[src/rtl/router_input_port_if.sv]
// router_input_port_if: link bundle between upstream/arbiter side and the router input port.
//   si, di      upstream send strobe and packet
//   ri          ready to upstream
//   req, gnt    one-hot route request [0]=N [1]=S [2]=E [3]=W [4]=PE and its grant
//   dout        hop-updated packet to crossbar, qualified by the dout_valid pulse
//   vc_full     per-VC buffer occupancy
interface router_input_port_if #(parameter int PACKET_WIDTH = 64) ();
  logic                    si;
  logic                    ri;
  logic [PACKET_WIDTH-1:0] di;
  logic [4:0]              req;
  logic                    gnt;
  logic [PACKET_WIDTH-1:0] dout;
  logic                    dout_valid;
  logic [1:0]              vc_full;
  modport master (output si, di, gnt, input ri, req, dout, dout_valid, vc_full);
  modport slave  (input si, di, gnt, output ri, req, dout, dout_valid, vc_full);
endinterface

[src/rtl/router_input_port.sv]
// router_input_port: two-VC router input channel with XY route request and hop update.
//   clk       clock, all state on posedge
//   reset     asynchronous active-low reset
//   polarity  router polarity; picks which VC faces upstream (ext) and which faces the crossbar (int)
//   bus       slave side of router_input_port_if (upstream handshake, route request/grant, output packet)
module router_input_port #(
  parameter int PACKET_WIDTH = 64,
  parameter int HOP_WIDTH    = 4
) (
  input logic               clk,
  input logic               reset,
  input logic               polarity,
  router_input_port_if.slave bus
);
  typedef enum logic [1:0] {IDLE, ROUTE, REQ} state_t;
  localparam int HX = 8;
  localparam int HY = 8 + HOP_WIDTH;
  state_t                  state, state_next;
  logic [PACKET_WIDTH-1:0] vc_buf [2];
  logic [PACKET_WIDTH-1:0] sel, upd;
  logic [HOP_WIDTH-1:0]    hop_x, hop_y;
  logic [1:0]              vc_full;
  logic [4:0]              route, target;
  logic                    ext_vc, int_vc, cur_vc, wr, grant;
  assign ext_vc      = ~polarity;
  assign int_vc      = polarity;
  assign bus.ri      = reset & ~vc_full[ext_vc];
  assign bus.vc_full = vc_full;
  assign wr          = bus.si & bus.ri;
  // The request is only visible while the owning VC is on the crossbar side.
  assign bus.req     = (state == REQ && cur_vc == int_vc) ? target : 5'b0;
  assign grant       = bus.gnt & |bus.req;
  assign sel         = vc_buf[cur_vc];
  assign hop_x       = sel[HX +: HOP_WIDTH];
  assign hop_y       = sel[HY +: HOP_WIDTH];
  // X first, then Y; a zero hop count never selects its dimension, so no underflow.
  assign route = hop_x != '0 ? (sel[1] ? 5'b01000 : 5'b00100) :
                 hop_y != '0 ? (sel[2] ? 5'b00010 : 5'b00001) : 5'b10000;
  always_comb begin
    upd = sel;
    if (target[2] | target[3]) upd[HX +: HOP_WIDTH] = hop_x - HOP_WIDTH'(1);
    if (target[0] | target[1]) upd[HY +: HOP_WIDTH] = hop_y - HOP_WIDTH'(1);
  end
  always_comb begin
    state_next = state;
    state_next = state == IDLE  ? (vc_full[int_vc] ? ROUTE : IDLE) :
                 state == ROUTE ? REQ : (grant ? IDLE : REQ);
  end
  always_ff @(posedge clk or negedge reset)
    if (!reset) state <= IDLE;
    else state <= state_next;
  // Upstream write and grant always touch different VCs, so both may land on one edge.
  always_ff @(posedge clk or negedge reset)
    if (!reset) begin
      vc_buf[0]      <= '0;
      vc_buf[1]      <= '0;
      vc_full        <= 2'b00;
      cur_vc         <= 1'b0;
      target         <= 5'b0;
      bus.dout       <= '0;
      bus.dout_valid <= 1'b0;
    end else begin
      bus.dout_valid <= grant;
      if (wr) begin
        vc_buf[ext_vc]  <= bus.di;
        vc_full[ext_vc] <= 1'b1;
      end
      if (state == IDLE && vc_full[int_vc]) cur_vc <= int_vc;
      if (state == ROUTE) target <= route;
      if (grant) begin
        bus.dout        <= upd;
        vc_full[cur_vc] <= 1'b0;
      end
    end
endmodule

[src/flat_wrapper.sv]
// flat-port wrapper written by rule: the top's interface ports become plain ports
module router_input_port_flat 
#(
  parameter int PACKET_WIDTH = 64,
  parameter int HOP_WIDTH    = 4
)
  (clk, reset, polarity, bus_si, bus_di, bus_gnt, bus_ri, bus_req, bus_dout, bus_dout_valid, bus_vc_full);
  router_input_port_if #(.PACKET_WIDTH(PACKET_WIDTH)) bus_i ();
  input logic clk;
  input logic reset;
  input logic polarity;
  input wire logic [$bits(bus_i.si)-1:0] bus_si;
  input wire logic [$bits(bus_i.di)-1:0] bus_di;
  input wire logic [$bits(bus_i.gnt)-1:0] bus_gnt;
  output wire logic [$bits(bus_i.ri)-1:0] bus_ri;
  output wire logic [$bits(bus_i.req)-1:0] bus_req;
  output wire logic [$bits(bus_i.dout)-1:0] bus_dout;
  output wire logic [$bits(bus_i.dout_valid)-1:0] bus_dout_valid;
  output wire logic [$bits(bus_i.vc_full)-1:0] bus_vc_full;
  assign bus_i.si = bus_si;
  assign bus_i.di = bus_di;
  assign bus_i.gnt = bus_gnt;
  assign bus_ri = bus_i.ri;
  assign bus_req = bus_i.req;
  assign bus_dout = bus_i.dout;
  assign bus_dout_valid = bus_i.dout_valid;
  assign bus_vc_full = bus_i.vc_full;
  router_input_port #(.PACKET_WIDTH(PACKET_WIDTH), .HOP_WIDTH(HOP_WIDTH)) u_core (.clk(clk), .reset(reset), .polarity(polarity), .bus(bus_i));
endmodule
[config.mk]
export PLATFORM = sky130hd
export DESIGN_NAME = router_input_port_flat
export DESIGN_NICKNAME = d
export VERILOG_FILES = /design/src/rtl/router_input_port_if.sv /design/src/rtl/router_input_port.sv /design/src/flat_wrapper.sv
export SDC_FILE = /design/constraint.sdc
export NUM_CORES = 1
export LEC_CHECK = 0
export BUFFER_PORTS_ARGS = -buffer_cell sky130_fd_sc_hd__buf_2
export CELL_PAD_IN_SITES_DETAIL_PLACEMENT = 0
export CELL_PAD_IN_SITES_GLOBAL_PLACEMENT = 1
export CORE_MARGIN = 1.5
export CORE_UTILIZATION = 50
export DETAILED_ROUTE_END_ITERATION = 8
export PLACE_DENSITY = 0.8
export SETUP_SLACK_MARGIN = 0.02
export SYNTH_ARGS = -nofsm -noshare
export SYNTH_HDL_FRONTEND = slang
export SYNTH_SLANG_ARGS = --single-unit
export TNS_END_PERCENT = 10
[constraint.sdc]
create_clock -name clk -period 4.8 [get_ports clk]
set_input_delay 0.72 -clock clk [delete_from_list [all_inputs] [get_ports clk]]
set_output_delay 0.72 -clock clk [all_outputs]
set_load 0.05 [all_outputs]
==> results.cfg <==
[routing]
post_drt_wl_per_cell_um = 18.7
drc = 0
via_count = 4974
ant_nets = 0
wl_um = 17300
first_pass_iters = 4
drt-initial-drc-count = 170
via_per_inst = 5.37

[floorplan]
die_x_um = 135
fp.coreArea_um2 = 16800
dieHeight_um = 135
rows = 47
dieArea_um2 = 18100
pin_count = 142
initial_utilization = 0.516

[cells_and_area]
fill_cells = 1322
multi_input_area_um2 = 3390
postLayoutCoreUtil = 0.609
finish.instance_area_um2 = 10200
diodes = 0
drive_gt1_frac = 0.604
final_nets = 765
ff_latch_area_um2 = 5080
syn_to_final_growth_pct = 18.1

[sta]
setup_viol = 0
period_minus_slack_ps = 2710
worst_pin_slew_ps = 1090
finalSetupTns_ps = 0
fin_crit_sh = 0.565
fmax_mhz = 369
clock_skew_ps = 5.02
rsz0062_at_grt = no
whs_ps = 204
relSlewSlack = 0.274
finalHoldViolCount = 0
drv_slew = 0

[synth]
synth_area_leader_cell = dfrtp_1
yosysSeqAreaShare = 0.587
synth_most_common_cell = mux2_2
synthFlopType = dfrtp_1
syn-cell-area_um2 = 8650
async_flop_share = 1.00
synth_cell_types = 30
synth.ff_latch_count = 203
avgSynthCellArea_um2 = 15.6
ys.warnings.count = 0
synthTopCellsByArea = dfrtp_1 59%, mux2_2 29%, mux2_4 3.5%
synth.net_count = 625
syn_inst = 554
synth_common_cells = 226 x mux2_2, 203 x dfrtp_1, 20 x mux2_4
synth_top_area_frac = 0.587
synth_edf_count = 0

[hold_path]
min_path_type = in -> async

[clock_tree]
tritoncts.num_buffers = 22
cts_tree = done
clock_latency_ps = 490
cts_setup_buffers = 0
cts_resized = 0
clock_sinks = 203
hold_buffers = 0
clock_path_buffers = 3
clockRootBuffer = clkbuf_16
htreeDepth = 1
clkTransAtPathRegs_ps = 60

[setup_path]
path_max_fanout = 59
crit_type = reg -> reg
worstSetupStartpointType = flop
required_ps = 5170
end_kind = flop
r2r_start = u_core.cur_vc
worstSetupStartpoint = u_core.cur_vc
cp.arrival_ps = 3090

[placed_design]
gp_congestion = 0.709
dpl_cell_area_um2 = 9500
hpwl_um = 10800
port_buffers = 141

[global_route]
grt_pass1_vias = 5510
grt_antenna_before_repair = 1
grt_pass1_wl_um = 28000
grt_max_degree = 84
overflow = 0
grtUsageTotal = 0.195

[power]
power_density_nw_per_um2 = 471
ir_worst_vdd_uv = 362
leakage_uw = 0.00507

[status]
status = finished clean

[flow_run]
drv_cap = 0
-- cells in the final DEF (no fill, tap or decap) --
cell type	Yosys	routed
xor2_1	7	7
a21oi_1	2	2
and2_1	5	5
nand2_1	7	7
a32o_1	1	1
nor2_1	7	7
mux2i_1	13	13
a31oi_1	1	1
nor2b_1	1	1
clkinv_2	0	1
dfrtp_4	0	1
ha_1	2	2
mux2_2	226	226
nor3b_1	4	4
dfrtp_1	203	202
inv_1	2	2
o31ai_1	2	2
clkbuf_16	0	23
o221ai_1	2	2
nand2b_1	1	1
clkbuf_1	4	6
mux2_4	20	20
clkbuf_8	0	7
nand3_4	0	1
o21ai_0	7	7
nand3_1	2	1
bufinv_16	0	1
o21a_1	2	2
nor3b_2	1	1
buf_4	4	4
buf_2	17	140
and3_4	0	1
o211a_4	1	1
nor3_1	5	5
-- final timing paths --
| check | to | slack (ps) | cells past startpoint |
|---|---|---|---|
| worst max-delay path | u_core.bus.dout[46] | 2090 | 5 |
| min in group clk | u_core.vc_buf[76] | 470 | 2 |
| worst min register to register | u_core.vc_buf[2] | 500 | 1 |
| worst min-delay path | u_core.vc_buf[58] | 200 | 1 |
| worst max register to register | u_core.bus.dout[46] | 2090 | 5 |
| max in group asynchronous | u_core.cur_vc | 3030 | 2 |
-- final cells by class --
class,count,area share
flip-flops and latches,203,0.498
multi-input cells,320,0.332
repair buffers,145,0.0729
clock buffers,35,0.0667
well taps,220,0.0270
clock inverters,2,0.00343
inverters,2,0.000735
-- through the flow --
| step | setup slack (ps) | power [uW] | instances |
|---|---|---|---|
| 5_1_grt | 1890 | 5060 | 927 |
| 4_1_cts | 2030 | 4870 | 927 |
| 6_report | 2090 | 4810 | 927 |
| 2_1_floorplan | 2490 | 2940 | 554 |
| 3_3_place_gp | 1750 | 3090 | 890 |
| 3_5_place_dp | 1670 | 3190 | 890 |
-- registers in the layout, indices dropped and copies added, names as in the netlist --
signal and cells:
u_core.bus.dout_valid 1, u_core.bus.dout 64, u_core.target 5, u_core.state 2, u_core.bus.vc_full 2, u_core.vc_buf 128, u_core.cur_vc 1
-- critical path, stage by stage (launching register included) --
cell and delay [ps]:
dfrtp_4 480, xor2_1 170, nor3b_2 340, o211a_4 890, buf_4 370, mux2_4 320
-- kinds of logic after synthesis --
kind of cell | count (synthesis) | share of synthesized area
simple gates | 34 | 0.0208
xor+xnor | 7 | 0.00709
mux | 259 | 0.344
compound gates | 18 | 0.0146
buf+inv | 31 | 0.0233
fa+ha+maj | 2 | 0.00289
flops | 203 | 0.587
-- report_power, final --
part	internal (uW)	switching [uW]	total [uW]
clock	1020	642	1660
sequential	2110	203	2310
combinational	534	298	832
-- per-layer routing --
metal / global-route usage / vias to the layer above / part of all wire
li1: - / 2258 / -
met1: 0.241 / 2581 / 0.42
met2: 0.342 / 107 / 0.51
met3: 0.0477 / 26 / 0.052
met4: 0.0514 / 2 / 0.020
met5: 0 / - / 0.00040
No activity file was read; power rests on OpenSTA's default activity.
